<file path="src/rtl/usb_tx_sched_pkg.sv">
// usb_tx_sched_pkg: shared constants and types for the USB transmit path.
// Holds SYNC/PID bytes, CRC16 parameters and the scheduler state encoding.
package usb_tx_sched_pkg;

  localparam logic [7:0] SYNC_BYTE = 8'h80;

  localparam logic [7:0] PID_ACK   = 8'hD2;
  localparam logic [7:0] PID_NAK   = 8'h5A;
  localparam logic [7:0] PID_STALL = 8'h1E;
  localparam logic [7:0] PID_DATA0 = 8'hC3;
  localparam logic [7:0] PID_DATA1 = 8'h4B;

  localparam logic [15:0] CRC_INIT      = 16'hFFFF;
  // 0x8005 bit-reversed, for the LSB-first shift register.
  localparam logic [15:0] CRC_POLY_REFL = 16'hA001;

  typedef enum logic [2:0] {
    S_IDLE,
    S_SYNC,
    S_PID,
    S_DATA,
    S_CRC_LO,
    S_CRC_HI,
    S_DRAIN,
    S_GAP
  } state_e;

  // The reserved select value falls back to NAK.
  function automatic logic [7:0] hs_pid_byte(
    input logic [1:0] sel
  );
    case (sel)
      2'd0:    return PID_ACK;
      2'd2:    return PID_STALL;
      default: return PID_NAK;
    endcase
  endfunction

endpackage

</file>
<file path="src/rtl/usb_crc16.sv">
// usb_crc16: byte-wide update of the reflected USB CRC16.
// Pure combinational; shared by the transmit and receive paths.
module usb_crc16
  import usb_tx_sched_pkg::*;
(
  input  logic [15:0] crc_in,
  input  logic [7:0]  data,
  output logic [15:0] crc_out
);

  // Fold eight data bits, LSB first, into the running CRC.
  always_comb begin
    crc_out = crc_in;
    for (int i = 0; i < 8; i++) begin
      if (crc_out[0] ^ data[i])
        crc_out = (crc_out >> 1) ^ CRC_POLY_REFL;
      else
        crc_out = crc_out >> 1;
    end
  end

endmodule

</file>
<file path="src/rtl/usb_tx_sched.sv">
// usb_tx_sched: packet sequencer and arbiter in front of usb_tx.
// Grants one request, streams SYNC/PID/payload/CRC, then holds a gap.
module usb_tx_sched
  import usb_tx_sched_pkg::*;
#(
  parameter int GAP_CYCLES = 16,
  parameter int MAX_LEN    = 64
) (
  input  logic                         clk,
  input  logic                         rst,
  input  logic                         hs_req,
  input  logic [1:0]                   hs_pid,
  output logic                         hs_ack,
  input  logic                         dat_req,
  input  logic                         dat_pid,
  input  logic [$clog2(MAX_LEN+1)-1:0] dat_len,
  output logic                         dat_ack,
  input  logic [7:0]                   pl_data,
  input  logic                         pl_valid,
  output logic                         pl_rd,
  output logic                         tx_valid,
  output logic [7:0]                   tx_data,
  input  logic                         tx_rd,
  input  logic                         tx_en,
  output logic                         busy,
  output logic                         underrun
);

  localparam int LW = $clog2(MAX_LEN + 1);
  localparam int GW = $clog2(GAP_CYCLES + 1);
  localparam logic [LW-1:0] LEN_MAX = LW'(MAX_LEN);

  state_e        state, state_d;
  logic          vld, vld_d;
  logic [7:0]    data, data_d;
  logic [7:0]    pid, pid_d;
  logic          is_dat, is_dat_d;
  logic [LW-1:0] cnt, cnt_d;
  logic [15:0]   crc, crc_d, crc_nxt;
  logic [GW-1:0] gap, gap_d;

  // Fixed-content byte states share one handshake path.
  logic          fix;
  logic [7:0]    fix_byte;
  state_e        fix_next;

  usb_crc16 u_crc (
    .crc_in  (crc),
    .data    (pl_data),
    .crc_out (crc_nxt)
  );

  assign tx_valid = vld;
  assign tx_data  = data;

  // State register and datapath registers.
  always_ff @(posedge clk) begin
    if (rst) begin
      state  <= S_IDLE;
      vld    <= 1'b0;
      data   <= '0;
      pid    <= '0;
      is_dat <= 1'b0;
      cnt    <= '0;
      crc    <= CRC_INIT;
      gap    <= '0;
    end else begin
      state  <= state_d;
      vld    <= vld_d;
      data   <= data_d;
      pid    <= pid_d;
      is_dat <= is_dat_d;
      cnt    <= cnt_d;
      crc    <= crc_d;
      gap    <= gap_d;
    end
  end

  // Next-state, byte handshake and grant/pulse outputs.
  always_comb begin
    state_d  = state;
    vld_d    = vld;
    data_d   = data;
    pid_d    = pid;
    is_dat_d = is_dat;
    cnt_d    = cnt;
    crc_d    = crc;
    gap_d    = gap;
    hs_ack   = 1'b0;
    dat_ack  = 1'b0;
    pl_rd    = 1'b0;
    underrun = 1'b0;
    busy     = (state != S_IDLE);
    fix      = 1'b0;
    fix_byte = 8'h00;
    fix_next = state;

    unique case (state)
      S_IDLE: begin
        busy = hs_req | dat_req;
        if (hs_req) begin
          hs_ack   = 1'b1;
          pid_d    = hs_pid_byte(hs_pid);
          is_dat_d = 1'b0;
          state_d  = S_SYNC;
        end else if (dat_req) begin
          dat_ack  = 1'b1;
          pid_d    = dat_pid ? PID_DATA1
                             : PID_DATA0;
          is_dat_d = 1'b1;
          cnt_d    = (dat_len > LEN_MAX)
                     ? LEN_MAX : dat_len;
          crc_d    = CRC_INIT;
          state_d  = S_SYNC;
        end
      end
      S_SYNC: begin
        fix      = 1'b1;
        fix_byte = SYNC_BYTE;
        fix_next = S_PID;
      end
      S_PID: begin
        fix      = 1'b1;
        fix_byte = pid;
        if (!is_dat)
          fix_next = S_DRAIN;
        else if (cnt != '0)
          fix_next = S_DATA;
        else
          fix_next = S_CRC_LO;
      end
      S_DATA: begin
        if (!vld) begin
          if (pl_valid) begin
            pl_rd  = 1'b1;
            data_d = pl_data;
            vld_d  = 1'b1;
            crc_d  = crc_nxt;
            cnt_d  = cnt - LW'(1);
          end else begin
            underrun = 1'b1;
            state_d  = S_DRAIN;
          end
        end else if (tx_rd) begin
          vld_d   = 1'b0;
          state_d = (cnt == '0) ? S_CRC_LO
                                : S_DATA;
        end
      end
      S_CRC_LO: begin
        fix      = 1'b1;
        fix_byte = ~crc[7:0];
        fix_next = S_CRC_HI;
      end
      S_CRC_HI: begin
        fix      = 1'b1;
        fix_byte = ~crc[15:8];
        fix_next = S_DRAIN;
      end
      S_DRAIN: begin
        if (!tx_en) begin
          gap_d   = GW'(GAP_CYCLES);
          state_d = S_GAP;
        end
      end
      S_GAP: begin
        gap_d = gap - GW'(1);
        if (gap <= GW'(1)) begin
          gap_d   = '0;
          state_d = S_IDLE;
        end
      end
    endcase

    if (fix) begin
      if (!vld) begin
        data_d = fix_byte;
        vld_d  = 1'b1;
      end else if (tx_rd) begin
        vld_d   = 1'b0;
        state_d = fix_next;
      end
    end
  end

endmodule

</file>
<file path="config.mk">
export PLATFORM = sky130hd
export DESIGN_NAME = usb_tx_sched
export DESIGN_NICKNAME = d
export VERILOG_FILES = /design/src/rtl/usb_tx_sched_pkg.sv /design/src/rtl/usb_crc16.sv /design/src/rtl/usb_tx_sched.sv
export SDC_FILE = /design/constraint.sdc
export NUM_CORES = 1
export LEC_CHECK = 0
export CAP_MARGIN = 20
export CORE_ASPECT_RATIO = 1.1
export CORE_MARGIN = 3
export CORE_UTILIZATION = 35
export DETAILED_ROUTE_END_ITERATION = 10
export PLACE_DENSITY = 0.58
export SLEW_MARGIN = 20
export SYNTH_ARGS = -nofsm -noshare
export SYNTH_HDL_FRONTEND = slang
export SYNTH_SLANG_ARGS = --single-unit
</file>
<file path="constraint.sdc">
create_clock -name clk -period 2.2 [get_ports clk]
set_input_delay 0.44 -clock clk [delete_from_list [all_inputs] [get_ports clk]]
set_output_delay 0.44 -clock clk [all_outputs]
set_load 0.02 [all_outputs]
</file>
**Word-level counts from Yosys, hierarchy flattened**

Cells that the tools add are included.

- Bitwise operators: 19
- Reductions and logical operators: 12
- Mux-type cells: 68
- Equality and inequality tests: 14
- $add $sub $neg: 2
- Magnitude comparators: 2

Operator list:

| operator | number |
|---|---|
| 2-to-1 mux 16 bit | 12 |
| 2-to-1 mux 8 bit | 8 |
| 2-to-1 mux 3 bit | 13 |
| 2-to-1 mux 7 bit | 5 |
| one-hot mux 16 bit (2 select lines) | 1 |
| one-hot mux 8 bit (4 select lines) | 1 |
| NOT 2 -> 3 bit | 8 |
| one-hot mux 3 bit (4 select lines) | 2 |
| 2-to-1 mux 1 bit | 21 |
| NOT 8 bit | 2 |
| one-hot mux 8 bit (2 select lines) | 1 |
| one-hot mux 7 bit (2 select lines) | 1 |
| == test 3 bit (second input constant) | 4 |
| 2-to-1 mux 5 bit | 2 |
| inequality test 2 bit (second input constant) | 5 |
| one-hot mux 5 bit (2 select lines) | 1 |
| bitwise XOR 1 bit | 8 |
| greater-than comparator 7 bit (second input constant) | 1 |
| logical NOT 7 bit | 1 |
| inequality test 7 x 3 -> 1 bit (second input constant) | 1 |
| nonzero test 7 bit | 1 |
| subtractor 7 x 1 -> 7 bit (second input constant) | 1 |
| == test 3 x 2 -> 1 bit (second input constant) | 2 |
| nonzero test 2 bit | 3 |
| 11 further kinds | 12 |

- Output and inout port bits: 14
- Flip-flop bits (word level): 49

**Depth between registers and ports, before layout**

- Word-level depth: 19
- Depth in mapped cells: 8
- Mapped depth without buffers: 8

**By module**

Synthesis repeated with hierarchy kept, for this count alone.

- Cell total of the unflattened synthesis: 345
- Area, all modules: 2,856.5 um2

Modules (own cells, without submodules):

| module | instances | seq. area each (um2) | cells each | area an instance (um2) |
|---|---|---|---|---|
| usb_tx_sched | 1 | 940.9 | 319 | 2,605.0 |
| usb_crc16 | 1 | 0.0 | 26 | 251.5 |

**Worst setup path after synthesis**

Ideal clock, no wire load.

- Path kind: flip-flop to flip-flop
- Start: register state[2]
- End: register crc[10]
- Required time: 2.081 ns
- Path slack: 0.171 ns
- Stages on the path, launching flop included: 8
- Data arrival time: 1.910 ns
- Cells stage by stage: dfxtp_1 buf_2 or4b_4 nor2_1 nor2_2 buf_4 nor3_1 o21bai_1

- Word-level cells in the longest chain between the ends: 3
- Elaborated cells on any way between the ends: 9

RTL lines:

| what | line | source |
|---|---|---|
| start: declaration | usb_tx_sched.sv:33 | `state_e state, state_d;` |
| start signal: assignment | usb_tx_sched.sv:68 | `state <= state_d;` |
| == test 3 x 2 -> 1 bit / logical NOT 3 bit (equally long branches) | usb_tx_sched.sv:98 | `unique case (state)` |
| inequality test 2 bit (no line) / nonzero test 2 bit (equally long branches) | - |  |
| AND reduction 5 bit (no line) | - |  |
| end signal: assignment | usb_tx_sched.sv:74 | `crc <= crc_d;` |
| end: declaration | usb_tx_sched.sv:39 | `logic [15:0] crc, crc_d, crc_nxt;` |

Several ways; a longest one is shown, not always the timed one.
A chain may end at the register's enable or synchronous reset.

**Final worst setup path**

- Start: input port pl_data[2]
- End: register crc[0]

- Word-level cells in the longest chain between the ends: 15

RTL lines:

| what | line | source |
|---|---|---|
| start: declaration | usb_tx_sched.sv:18 | `input logic [7:0] pl_data,` |
| bitwise XOR 1 bit | usb_crc16.sv:15 | `if (crc_out[0] ^ data[i])` |
| 2-to-1 mux 16 bit | usb_crc16.sv:15 |  |
| bitwise XOR 1 bit | usb_crc16.sv:15 |  |
| 2-to-1 mux 16 bit | usb_crc16.sv:15 |  |
| bitwise XOR 1 bit | usb_crc16.sv:15 |  |
| 2-to-1 mux 16 bit | usb_crc16.sv:15 |  |
| bitwise XOR 1 bit | usb_crc16.sv:15 |  |
| 2-to-1 mux 16 bit | usb_crc16.sv:15 |  |
| bitwise XOR 1 bit | usb_crc16.sv:15 |  |
| 2-to-1 mux 16 bit | usb_crc16.sv:15 |  |
| bitwise XOR 1 bit | usb_crc16.sv:15 |  |
| 2-to-1 mux 16 bit | usb_crc16.sv:15 |  |
| 2-to-1 mux 16 bit | usb_tx_sched.sv:134 | `if (pl_valid) begin` |
| 2-to-1 mux 16 bit | usb_tx_sched.sv:133 | `if (!vld) begin` |
| one-hot mux 16 bit (2 select lines) | usb_tx_sched.sv:98 |  |

No other way between the ends. The select of a mux whose other input is x is not followed.

==> results.cfg <==
[global_route]
grt_use_total_pct = 17.4
grt_pass1_vias = 2440
grt_max_degree = 50
grt_pass1_wl_um = 12000
overflow = 0
antenna_found_initial = 0

[setup_path]
critPathRequiredTime_ns = 2.40
timing.rr.start = state[2]$_SDFFE_PP0P_
crit_family = XOR/XNOR gates
crit_path_end_kind = flop
reg2reg_depth = 7
slowest_delay_ns = 0.47
critPathSlowestCell = clkdlybuf4s50_1
path_common_cell = xnor2_2
path_max_fanout = 3
cp_cell_sequence = clkdlybuf4s50_1 -> xnor2_2 -> xnor2_2 -> xnor3_1 -> xor2_1 -> buf_4 -> nor4b_2 -> a211oi_1
worst-path-buf-inv = 2
startpoint_type = input pin
critical_path_class = in -> reg
r2r-end = tx_data[4]$_SDFF_PP0_
rrSetupSlack_ns = 0.19
arrival_ns = 2.37

[final_layout]
final_cell_mix = dfxtp_1, buf_4, nor2_1, clkdlybuf4s50_1, nand2_1
num-fill-cells = 721
nets = 428
layoutNonFillerInstCount = 485
layout_commonest_cell = dfxtp_1
diodes = 0
seqCellArea_um2 = 941
syn_to_final_growth_pct = 33.8
final_area_um2 = 3540
drive_above_1_share_pct = 17.0
multi_input_area_um2 = 1610

[placed_design]
port_buffers = 38
place.gp.congestion = 0.843
place_area_um2 = 3380
hpwl_um = 5340
placed_cells_incl_taps = 476
post-place-ws_ns = -0.504

[timing]
rsz0062_at_grt = yes
fmax_mhz = 459
min_period_ns = 2.18
finClkSkew_ns = 0.00437
relSlewSlack_pct = 62.4
setup_tns_ns = 0
final-hold-violation-count = 0
tightest_slew_ns = 0.562
period_share_pct = 98.9
finalMaxSlewViolations = 0
setup-violations-final = 0
final.setup.worst_slack_ns = 0.0236

[cts]
path_clk_slew_ns = 0.09
clkLatencyLatePin_ns = 0.30
clockRootBuffer = clkbuf_8
clock_sinks = 47
htreeDepth = 2
clockBufferDepth = 2
cts_tree = done
cts_buffers = 5
postCtsHoldBufs = 0

[drt]
drc_errors = 0
antenna_left = 0
via_count = 2593
dr.pass1.iters = 4
drtIter0Drc = 128
wirelength_um = 7310
post_drt_wl_per_cell_um = 15.1
viasPerCell = 5.35

[synthesis]
yosys.area.top_type = dfxtp_1
synth-edff-count = 0
syn_nets = 361
synthMuxAreaShare_pct = 3.45
syn-cell-area_um2 = 2650
yosys.area.top_type_share_pct = 35.5
ys_seq_elements = 47
ys_seq_area_share_pct = 35.5
syn_inst = 332
synthFlopType = dfxtp_1
synthTopCellsByArea = dfxtp_1, nor2_1, xnor2_1
synth-compound-area-share_pct = 22.7
avgSynthCellArea_um2 = 7.97
synthXorXnorAreaFrac_pct = 7.75
synthAdderAreaFrac_pct = 1.89
ys_types = 49
synth_simple_gate_area_share_pct = 23.3
synth_top_family_by_area = simple AND/OR/NAND/NOR gates
yosys_warnings = 0
async_reset_ff_share_pct = 0

[min_path]
whs_endpoint = pid[4]$_SDFFE_PP0P_
hold_path_class = reg -> reg
whs_path_depth = 2
min-delay-start = pid[4]$_SDFFE_PP0P_

[floorplanning]
die_x_um = 88.9
rows = 32
io_pins = 39
die_area_um2 = 8650
core_area_um2 = 7170
start_util_pct = 36.9
chipHeight_um = 97.2

[pwr]
peakVddDrop_v = 0.000387
p_leak_nw = 1.42
p_per_area_nw_per_um2 = 726

[flow_run]
maxCapViolations = 0

[status]
status = finished clean
[cell usage after synthesis (4+ instances only)]
cell / n
o21ai_0: 17
a21oi_1: 20
nand3b_1: 4
o22ai_1: 5
a311oi_1: 7
mux2i_1: 8
xnor2_1: 13
inv_1: 13
a211oi_1: 5
a22oi_1: 4
o21bai_1: 10
ha_1: 4
xor2_1: 6
nor3_1: 21
dfxtp_1: 47
nand2_1: 29
clkbuf_1: 11
a221oi_1: 7
nor2_1: 39
nand3_1: 7
nor3b_1: 6
buf_2: 6
nand2b_1: 4
[how the worst max path moves through the flow]
| stage | start | endpoint | cells past startpoint |
|---|---|---|---|
| after detailed placement | dat_req | dat_ack | 5 |
| after global placement | dat_req | dat_ack | 5 |
| after floorplan | state[2]$_SDFFE_PP0P_ | crc[10]$_SDFFE_PP1P_ | 7 |
| after global routing | pl_data[2] | crc[0]$_SDFFE_PP1P_ | 8 |
| final | pl_data[2] | crc[0]$_SDFFE_PP1P_ | 8 |
| after CTS | dat_req | dat_ack | 5 |
[stage by stage]
stage / power [W] / hold WS, ns / utilization, %
after global placement: 0.00192 / 0.466 / 47.2
after detailed placement: 0.00193 / 0.471 / 47.2
after global routing: 0.00271 / 0.527 / 49.4
after floorplan: 0.00152 / 0.436 / -
final: 0.00257 / 0.492 / 49.4
after CTS: 0.00258 / 0.492 / 49.2
[area by class of cell]
class | count | area share, %
multi-input combinational | 250 | 45.4
sequential | 47 | 26.6
clock inverter | 3 | 1.24
timing repair buffer | 81 | 20.4
clock buffer | 5 | 1.94
tap | 85 | 3.00
inverter | 14 | 1.48
[routing by layer]
layer | track usage [%] | vias to the layer above | share of wire [%]
met1 | 24.9 | 1232 | 50
li1 | - | 1317 | -
met2 | 27.3 | 40 | 47
met4 | 3.95 | 0 | 0.75
met5 | 0 | - | 0
met3 | 2.54 | 4 | 2.7
[what timing repair did]
action / CTS / global route
pin swaps: 1 / 0
endpoints found under the setup margin: 6 / 17
resized for setup: 14 / 3
setup buffers: 1 / 0
[where the power goes]
part	total (W)	leakage, nW	switching, W	internal [W]
registers	0.000981	0.383	0.0000484	0.000932
logic	0.000936	0.982	0.000495	0.000441
clock network	0.000653	0.0581	0.000314	0.000339
total	0.00257	1.42	0.000858	0.00171
[state kept, by name (all words and copies together) (netlist names), named ones only]
register,cells
crc,16
tx_data,8
cnt,7
pid,7
gap,5
state,3
[worst min-delay path, cell delays in order (launching register included)]
cell	delay, ns
dfxtp_1	0.33
nand2_1	0.06
a21oi_1	0.06
[kinds of logic after synthesis]
kind of cell / after synthesis
compound gates: 90
flops: 47
xor+xnor: 21
simple gates: 126
fa+ha+maj: 4
buf+inv: 35
mux: 9
Note: power is estimated with default switching activity, not from simulation.
